`src/rtl/risc_v_mike_fetch_unit.sv`:
```
// risc_v_mike instruction fetch stage.
// Owns the PC, reads a combinational instruction memory, and registers the word into
// an IF/ID slot with a valid/ready handshake toward decode. Execute can redirect the PC.
// Optional feature macro: RISC_V_MIKE_FETCH_FAULT_EN
//   defined   -> misaligned or out-of-window PCs raise a sticky fault and halt fetch
//   undefined -> redirects are word-aligned and folded into the text window; the
//                sequential PC wraps from the window end back to RESET_PC
// TEXT_DEPTH is expected to be a power of two so the window fold is a cheap mask.
module risc_v_mike_fetch_unit #(
  parameter logic [31:0] RESET_PC   = 32'h0040_0000,
  parameter int unsigned TEXT_DEPTH = 1024
) (
  input  logic        clk_i,
  input  logic        rst_ni,
  output logic [31:0] pc_addr_o,
  input  logic [31:0] imem_rd_data_i,
  input  logic        redirect_valid_i,
  input  logic [31:0] redirect_addr_i,
  input  logic        if_id_ready_i,
  output logic        if_id_valid_o,
  output logic [31:0] if_id_instr_o,
  output logic [31:0] if_id_pc_o,
  output logic [31:0] if_id_pc_plus4_o,
  output logic [31:0] fetch_count_o,
  output logic        fetch_fault_o
);

  localparam logic [31:0] WinBytes = 32'(TEXT_DEPTH) << 2;
  localparam logic [31:0] NopInstr = 32'h0000_0013;

  typedef enum logic [1:0] {StBoot, StRun, StHalt} state_e;

  state_e      state_q, state_d;
  logic [31:0] pc_q, pc_d;
  logic        valid_q, valid_d;
  logic [31:0] instr_q, instr_d;
  logic [31:0] id_pc_q, id_pc_d;
  logic [31:0] id_pc4_q, id_pc4_d;
  logic [31:0] count_q, count_d;
  logic        fault_q, fault_d;

  logic [31:0] pc_seq;
  logic [31:0] seq_target;
  logic [31:0] redir_target;
  logic        seq_fault;
  logic        redir_fault;
  logic        transfer;
  logic        load;

  // Offset from RESET_PC wraps mod 2^32, so one compare covers both window edges.
  function automatic logic in_window(logic [31:0] addr);
    logic [31:0] off;
    off = addr - RESET_PC;
    return off < WinBytes;
  endfunction

  // Candidate next PCs for the sequential and redirect paths, with their fault flags.
  always_comb begin
    pc_seq = pc_q + 32'd4;
`ifdef RISC_V_MIKE_FETCH_FAULT_EN
    seq_target   = pc_seq;
    redir_target = redirect_addr_i;
    seq_fault    = !in_window(pc_seq);
    redir_fault  = (redirect_addr_i[1:0] != 2'b00) || !in_window(redirect_addr_i);
`else
    seq_target   = in_window(pc_seq) ? pc_seq : RESET_PC;
    // Fold the offset into the window, then drop the byte bits (RESET_PC is word aligned).
    redir_target = RESET_PC + (((redirect_addr_i - RESET_PC) % WinBytes) & ~32'h3);
    seq_fault    = 1'b0;
    redir_fault  = 1'b0;
`endif
  end

  // Next-state for the FSM, PC, IF/ID slot and counters.
  always_comb begin
    state_d  = state_q;
    pc_d     = pc_q;
    valid_d  = valid_q;
    instr_d  = instr_q;
    id_pc_d  = id_pc_q;
    id_pc4_d = id_pc4_q;
    count_d  = count_q;
    fault_d  = fault_q;

    transfer = valid_q && if_id_ready_i;
    load     = !valid_q || if_id_ready_i;

    unique case (state_q)
      StBoot: begin
        state_d = StRun;
      end
      StRun: begin
        if (redirect_valid_i) begin
          if (redir_fault) begin
            state_d = StHalt;
            fault_d = 1'b1;
            valid_d = 1'b0;
          end else begin
            // Flush wins over stall; the word leaving to decode this edge still counts.
            pc_d    = redir_target;
            valid_d = 1'b0;
            count_d = count_q + 32'(transfer);
          end
        end else if (load) begin
          if (seq_fault) begin
            state_d = StHalt;
            fault_d = 1'b1;
            valid_d = 1'b0;
          end else begin
            instr_d  = imem_rd_data_i;
            id_pc_d  = pc_q;
            id_pc4_d = pc_seq;
            valid_d  = 1'b1;
            pc_d     = seq_target;
            count_d  = count_q + 32'(transfer);
          end
        end
      end
      StHalt: begin
        valid_d = 1'b0;
      end
      default: begin
        state_d = StBoot;
      end
    endcase
  end

  // All fetch state; asynchronous reset discards any in-flight instruction.
  always_ff @(posedge clk_i or negedge rst_ni) begin
    if (!rst_ni) begin
      state_q  <= StBoot;
      pc_q     <= RESET_PC;
      valid_q  <= 1'b0;
      instr_q  <= NopInstr;
      id_pc_q  <= RESET_PC;
      id_pc4_q <= RESET_PC + 32'd4;
      count_q  <= 32'd0;
      fault_q  <= 1'b0;
    end else begin
      state_q  <= state_d;
      pc_q     <= pc_d;
      valid_q  <= valid_d;
      instr_q  <= instr_d;
      id_pc_q  <= id_pc_d;
      id_pc4_q <= id_pc4_d;
      count_q  <= count_d;
      fault_q  <= fault_d;
    end
  end

  assign pc_addr_o        = pc_q;
  assign if_id_valid_o    = valid_q;
  assign if_id_instr_o    = instr_q;
  assign if_id_pc_o       = id_pc_q;
  assign if_id_pc_plus4_o = id_pc4_q;
  assign fetch_count_o    = count_q;
  assign fetch_fault_o    = fault_q;

endmodule

```
`config.mk`:
```
export PLATFORM = sky130hd
export DESIGN_NAME = risc_v_mike_fetch_unit
export DESIGN_NICKNAME = d
export VERILOG_FILES = /design/src/rtl/risc_v_mike_fetch_unit.sv
export SDC_FILE = /design/constraint.sdc
export NUM_CORES = 1
export LEC_CHECK = 0
export ABC_AREA = 0
export BUFFER_PORTS_ARGS = -buffer_cell sky130_fd_sc_hd__buf_2
export CAP_MARGIN = 20
export CORE_ASPECT_RATIO = 0.75
export CORE_MARGIN = 3
export CORE_UTILIZATION = 50
export DETAILED_ROUTE_END_ITERATION = 10
export HOLD_SLACK_MARGIN = 0.15
export PLACE_DENSITY = 0.86
export SLEW_MARGIN = 25
export SYNTH_ARGS = -nofsm -noshare
export SYNTH_HDL_FRONTEND = slang
export SYNTH_SLANG_ARGS = --single-unit
```
`constraint.sdc`:
```
create_clock -name clk_i -period 5.3 [get_ports clk_i]
set_clock_uncertainty 0.1 [all_clocks]
set_input_delay 1.59 -clock clk_i [delete_from_list [all_inputs] [get_ports clk_i]]
set_output_delay 1.59 -clock clk_i [all_outputs]
set_load 0.005 [all_outputs]
```
==> metrics.sh <==
RUN_STATUS='complete, no violations'
DRT_PASS1_ITERATIONS=5
DIEWIDTH_UM=144
START_KIND='flip-flop'
VDD.IR_DROP.WORST_uV=206
DRC=0
SYNTH-MAIN-FF-CELL='sky130_fd_sc_hd__dfrtp_1'
CTS_STAGE_HOLD_BUFFER_COUNT=0
HOLD_SLACK_NS=0.362
ROUTED_VIA_DENSITY=5.39
LAYOUT.CELLS.MOST_COMMON='sky130_fd_sc_hd__buf_2'
COMB_POWER_SHARE=0.145
CLOCK_TREE.ROOT_CELL='sky130_fd_sc_hd__clkbuf_16'
POST_CTS_BUFFERS=0
SYN_AVG_CELL_AREA_UM2=11.1
GRT_FIRST_PASS_WIRELENGTH_MM=27.3
CTSRESIZECOUNT=0
P_PER_AREA_nW_PER_UM2=356
POST-ROUTE-PERIOD-UTIL=0.651
MAX_CLOCK_FREQ_MHz=290
REPORT.FINAL.HOLD_VIOL_COUNT=0
SYN-CELL-AREA_UM2=7090
CLKSLEWWORSTSETUPHOLDPATHS_NS=0.06
FIRST_GLOBAL_VIAS=5233
NUMCTSBUFFERS=17
HOLD_START='fetch_count_o[31]'
P_CLK_FRAC=0.397
TIMING.FINAL.MAX_SLEW_VIOLATIONS=0
GRT_OVERFLOW_TOTAL=0
STD_CELL_ROWS=37
ROUTED_WIRELENGTH_MM=17.1
POSTLAYOUTCOREUTIL=0.642
RSZ_0062_RAISED_AFTER_GLOBAL_ROUTING='no'
PORTBUFFERS=200
FINALSETUPTNS_NS=0
BOUNDARYPINS=230
FLIP_FLOP_AND_LATCH_COUNT_AFTER_SYNTHESIS=156
CRIT_PATH_START='pc_addr_o[2]'
SEQ_POWER_SHARE=0.459
CTS_MAX_LEVEL=4
YS_ASYNC_SR_FRACTION=1.00
DETAIL_ROUTE.ITER0.VIOLATIONS=389
CLK_PATH_BUF_DEPTH=2
POWER.INTERNAL_mW=2.32
FINALWORSTPATHREQUIREDPERIOD_NS=3.45
CORE_AREA_UM2=13800
SEQ_AREA_FRAC_SYNTH=0.552
CLKLATENCYLATEPIN_NS=0.42
REPORT.POWER.TOTAL_mW=3.15
POST_ROUTE_CELLS_DRIVE_ABOVE_1_SHARE=0.383
NFILLCELLS=1120
GRT_START_MAX_NET_PINS=100
SYNTH_ENABLE_FLOP_CELLS=0
WORST_SLEW_PIN_SLEW_NS=0.885
WORST_EP_ARRIVAL_TIME_NS=3.68
NUM-NETS-FINAL=897
ROUTEDWLPERCELL_UM=16.9
SYNTHESIS.YOSYS.WARNINGS=0
ANTENNA_VIOLATIONS_BEFORE_REPAIR=0
INITIAL_UTILIZATION=0.514
CRITICAL_PATH.REG2REG.STARTPOINT='pc_addr_o[2]'
COUNT_OF_FINAL_SETUP_VIOLATORS=0
AREA_GROWTH_SYN_TO_LAYOUT_PCT=24.8
PATH_CATEGORY_OF_THE_WORST_MIN_DELAY_CHECK='flip-flop to flip-flop'
CTS_TREE='done'
GLOBALPLACE.CONGESTION=0.863
WORST_EP_REQUIRED_TIME_NS=5.53
DRT.ANTENNA.VIOLATING_NETS=0
CRIT_PATH_CAPTURE_TYPE='flip-flop'
DIEHEIGHT_UM=109
SWITCHING_SHARE=0.264
SYNTH.LIB_CELLS_USED.DISTINCT=54
NUMBER_OF_DIODES_ADDED_FOR_ANTENNA_FIXING=0
FINAL_CELL_MIX='sky130_fd_sc_hd__buf_2, sky130_fd_sc_hd__dfrtp_1, sky130_fd_sc_hd__nand2_1, sky130_fd_sc_hd__mux2_2, sky130_fd_sc_hd__xnor2_1'
DP_HPWL_MM=12.1
P_LEAK_nW=4.37
CRIT_FANOUT=12
NUMCLOCKSINKS=156
SWITCHINGPOWER_uW=831
VIA_COUNT=5468
SLEW-LIMIT-HEADROOM=0.410
SYNTHCELLS=637
DIE_AREA_UM2=15700
TRACK_USAGE=0.223
CRITICALPATHCATEGORY='flip-flop to flip-flop'
CAP_VIOL_MAX_COUNT=0
power by group through the flow:
stage | Combinational, mW | Clock (mW) | Sequential (mW)
2_1_floorplan | 0.242 | 0 | 1.44
3_3_place_gp | 0.449 | 0 | 1.46
3_5_place_dp | 0.461 | 0 | 1.46
4_1_cts | 0.462 | 1.27 | 1.44
5_1_grt | 0.511 | 1.32 | 1.47
6_report | 0.455 | 1.25 | 1.44
path summary, 6_finish.rpt:
check | to | cells after the start | slack [ns]
max | pc_addr_o[10] | 8 | 1.85
min | fetch_count_o[31] | 1 | 0.36
max reg2reg | pc_addr_o[10] | 8 | 1.85
min reg2reg | fetch_count_o[31] | 1 | 0.36
max in group asynchronous | pc_addr_o[8] | 2 | 3.08
min in group asynchronous | if_id_pc_o[23] | 1 | 1.18
cells in the mapped netlist, types with 4 or more instances:
| cell | n | share of area |
|---|---|---|
| sky130_fd_sc_hd__clkbuf_1 | 21 | 0.011 |
| sky130_fd_sc_hd__o21ai_0 | 35 | 0.025 |
| sky130_fd_sc_hd__nand4_1 | 22 | 0.019 |
| sky130_fd_sc_hd__nand3_1 | 27 | 0.019 |
| sky130_fd_sc_hd__o2111ai_1 | 6 | 0.0074 |
| sky130_fd_sc_hd__nor3_1 | 17 | 0.012 |
| sky130_fd_sc_hd__o211ai_1 | 4 | 0.0042 |
| sky130_fd_sc_hd__and4_1 | 9 | 0.011 |
| sky130_fd_sc_hd__buf_4 | 10 | 0.011 |
| sky130_fd_sc_hd__a21oi_1 | 8 | 0.0056 |
| sky130_fd_sc_hd__mux2_2 | 62 | 0.098 |
| sky130_fd_sc_hd__buf_2 | 8 | 0.0056 |
| sky130_fd_sc_hd__nor4_1 | 8 | 0.0071 |
| sky130_fd_sc_hd__xor2_1 | 15 | 0.019 |
| sky130_fd_sc_hd__nand2_1 | 67 | 0.035 |
| sky130_fd_sc_hd__inv_1 | 12 | 0.0063 |
| sky130_fd_sc_hd__nor2_1 | 31 | 0.016 |
| sky130_fd_sc_hd__dfstp_2 | 7 | 0.026 |
| sky130_fd_sc_hd__and3_1 | 6 | 0.0053 |
| sky130_fd_sc_hd__xnor2_1 | 40 | 0.049 |
| sky130_fd_sc_hd__and2_1 | 24 | 0.021 |
| sky130_fd_sc_hd__dfrtp_1 | 149 | 0.53 |
per-layer routing:
layer	vias to the layer above	track usage	wire (um)
met5	-	0	0
met4	0	0.0712	256
met3	20	0.0614	1230
met2	191	0.346	8150
met1	2674	0.306	7450
li1	2583	-	-
metrics by stage:
stage	instances	cell area [um^2]	setup slack, ns
finish	1014	8850	1.85
global placement	980	8220	1.65
CTS	1012	8830	1.76
floorplan	643	7120	1.67
global route	1014	8850	1.51
detailed placement	980	8220	1.59
cells by family after synthesis:
family	after synthesis	share of synthesized area
AOI/OAI and AO/OA	68	0.0603
xor gates and xnor gates	55	0.0679
adders and majority gates	3	0.00529
buffers and inverters	58	0.0390
DFF	156	0.552
muxes	63	0.0998
other	2	0.00106
and+or+nand+nor	232	0.175
cell type report:
class	count	area, um^2	area share
sequential	156	3910	0.442
multi-input combinational	429	2930	0.331
timing repair buffer	210	1130	0.128
clock buffer	20	447	0.0505
tap	175	219	0.0247
clock inverter	12	164	0.0185
inverter	12	45.0	0.00509
state kept, by name, summed over array words and instances (netlist names):
signal            count
if_id_valid_o         1
pc_addr_o            30
if_id_instr_o        32
if_id_pc_plus4_o     30
fetch_count_o        32
if_id_pc_o           30
state_q               1
worst max-delay path, cell delays in order (launching register included):
cell                       delay [ns]
sky130_fd_sc_hd__dfrtp_1         0.51
sky130_fd_sc_hd__ha_1            0.32
sky130_fd_sc_hd__nand4_1         0.46
sky130_fd_sc_hd__nor4_2          0.51
sky130_fd_sc_hd__o211ai_1        0.18
sky130_fd_sc_hd__a22oi_1         0.62
sky130_fd_sc_hd__clkbuf_2        0.30
sky130_fd_sc_hd__nand3_1         0.16
sky130_fd_sc_hd__o211ai_1        0.19
(Power assumes the default switching activity.)
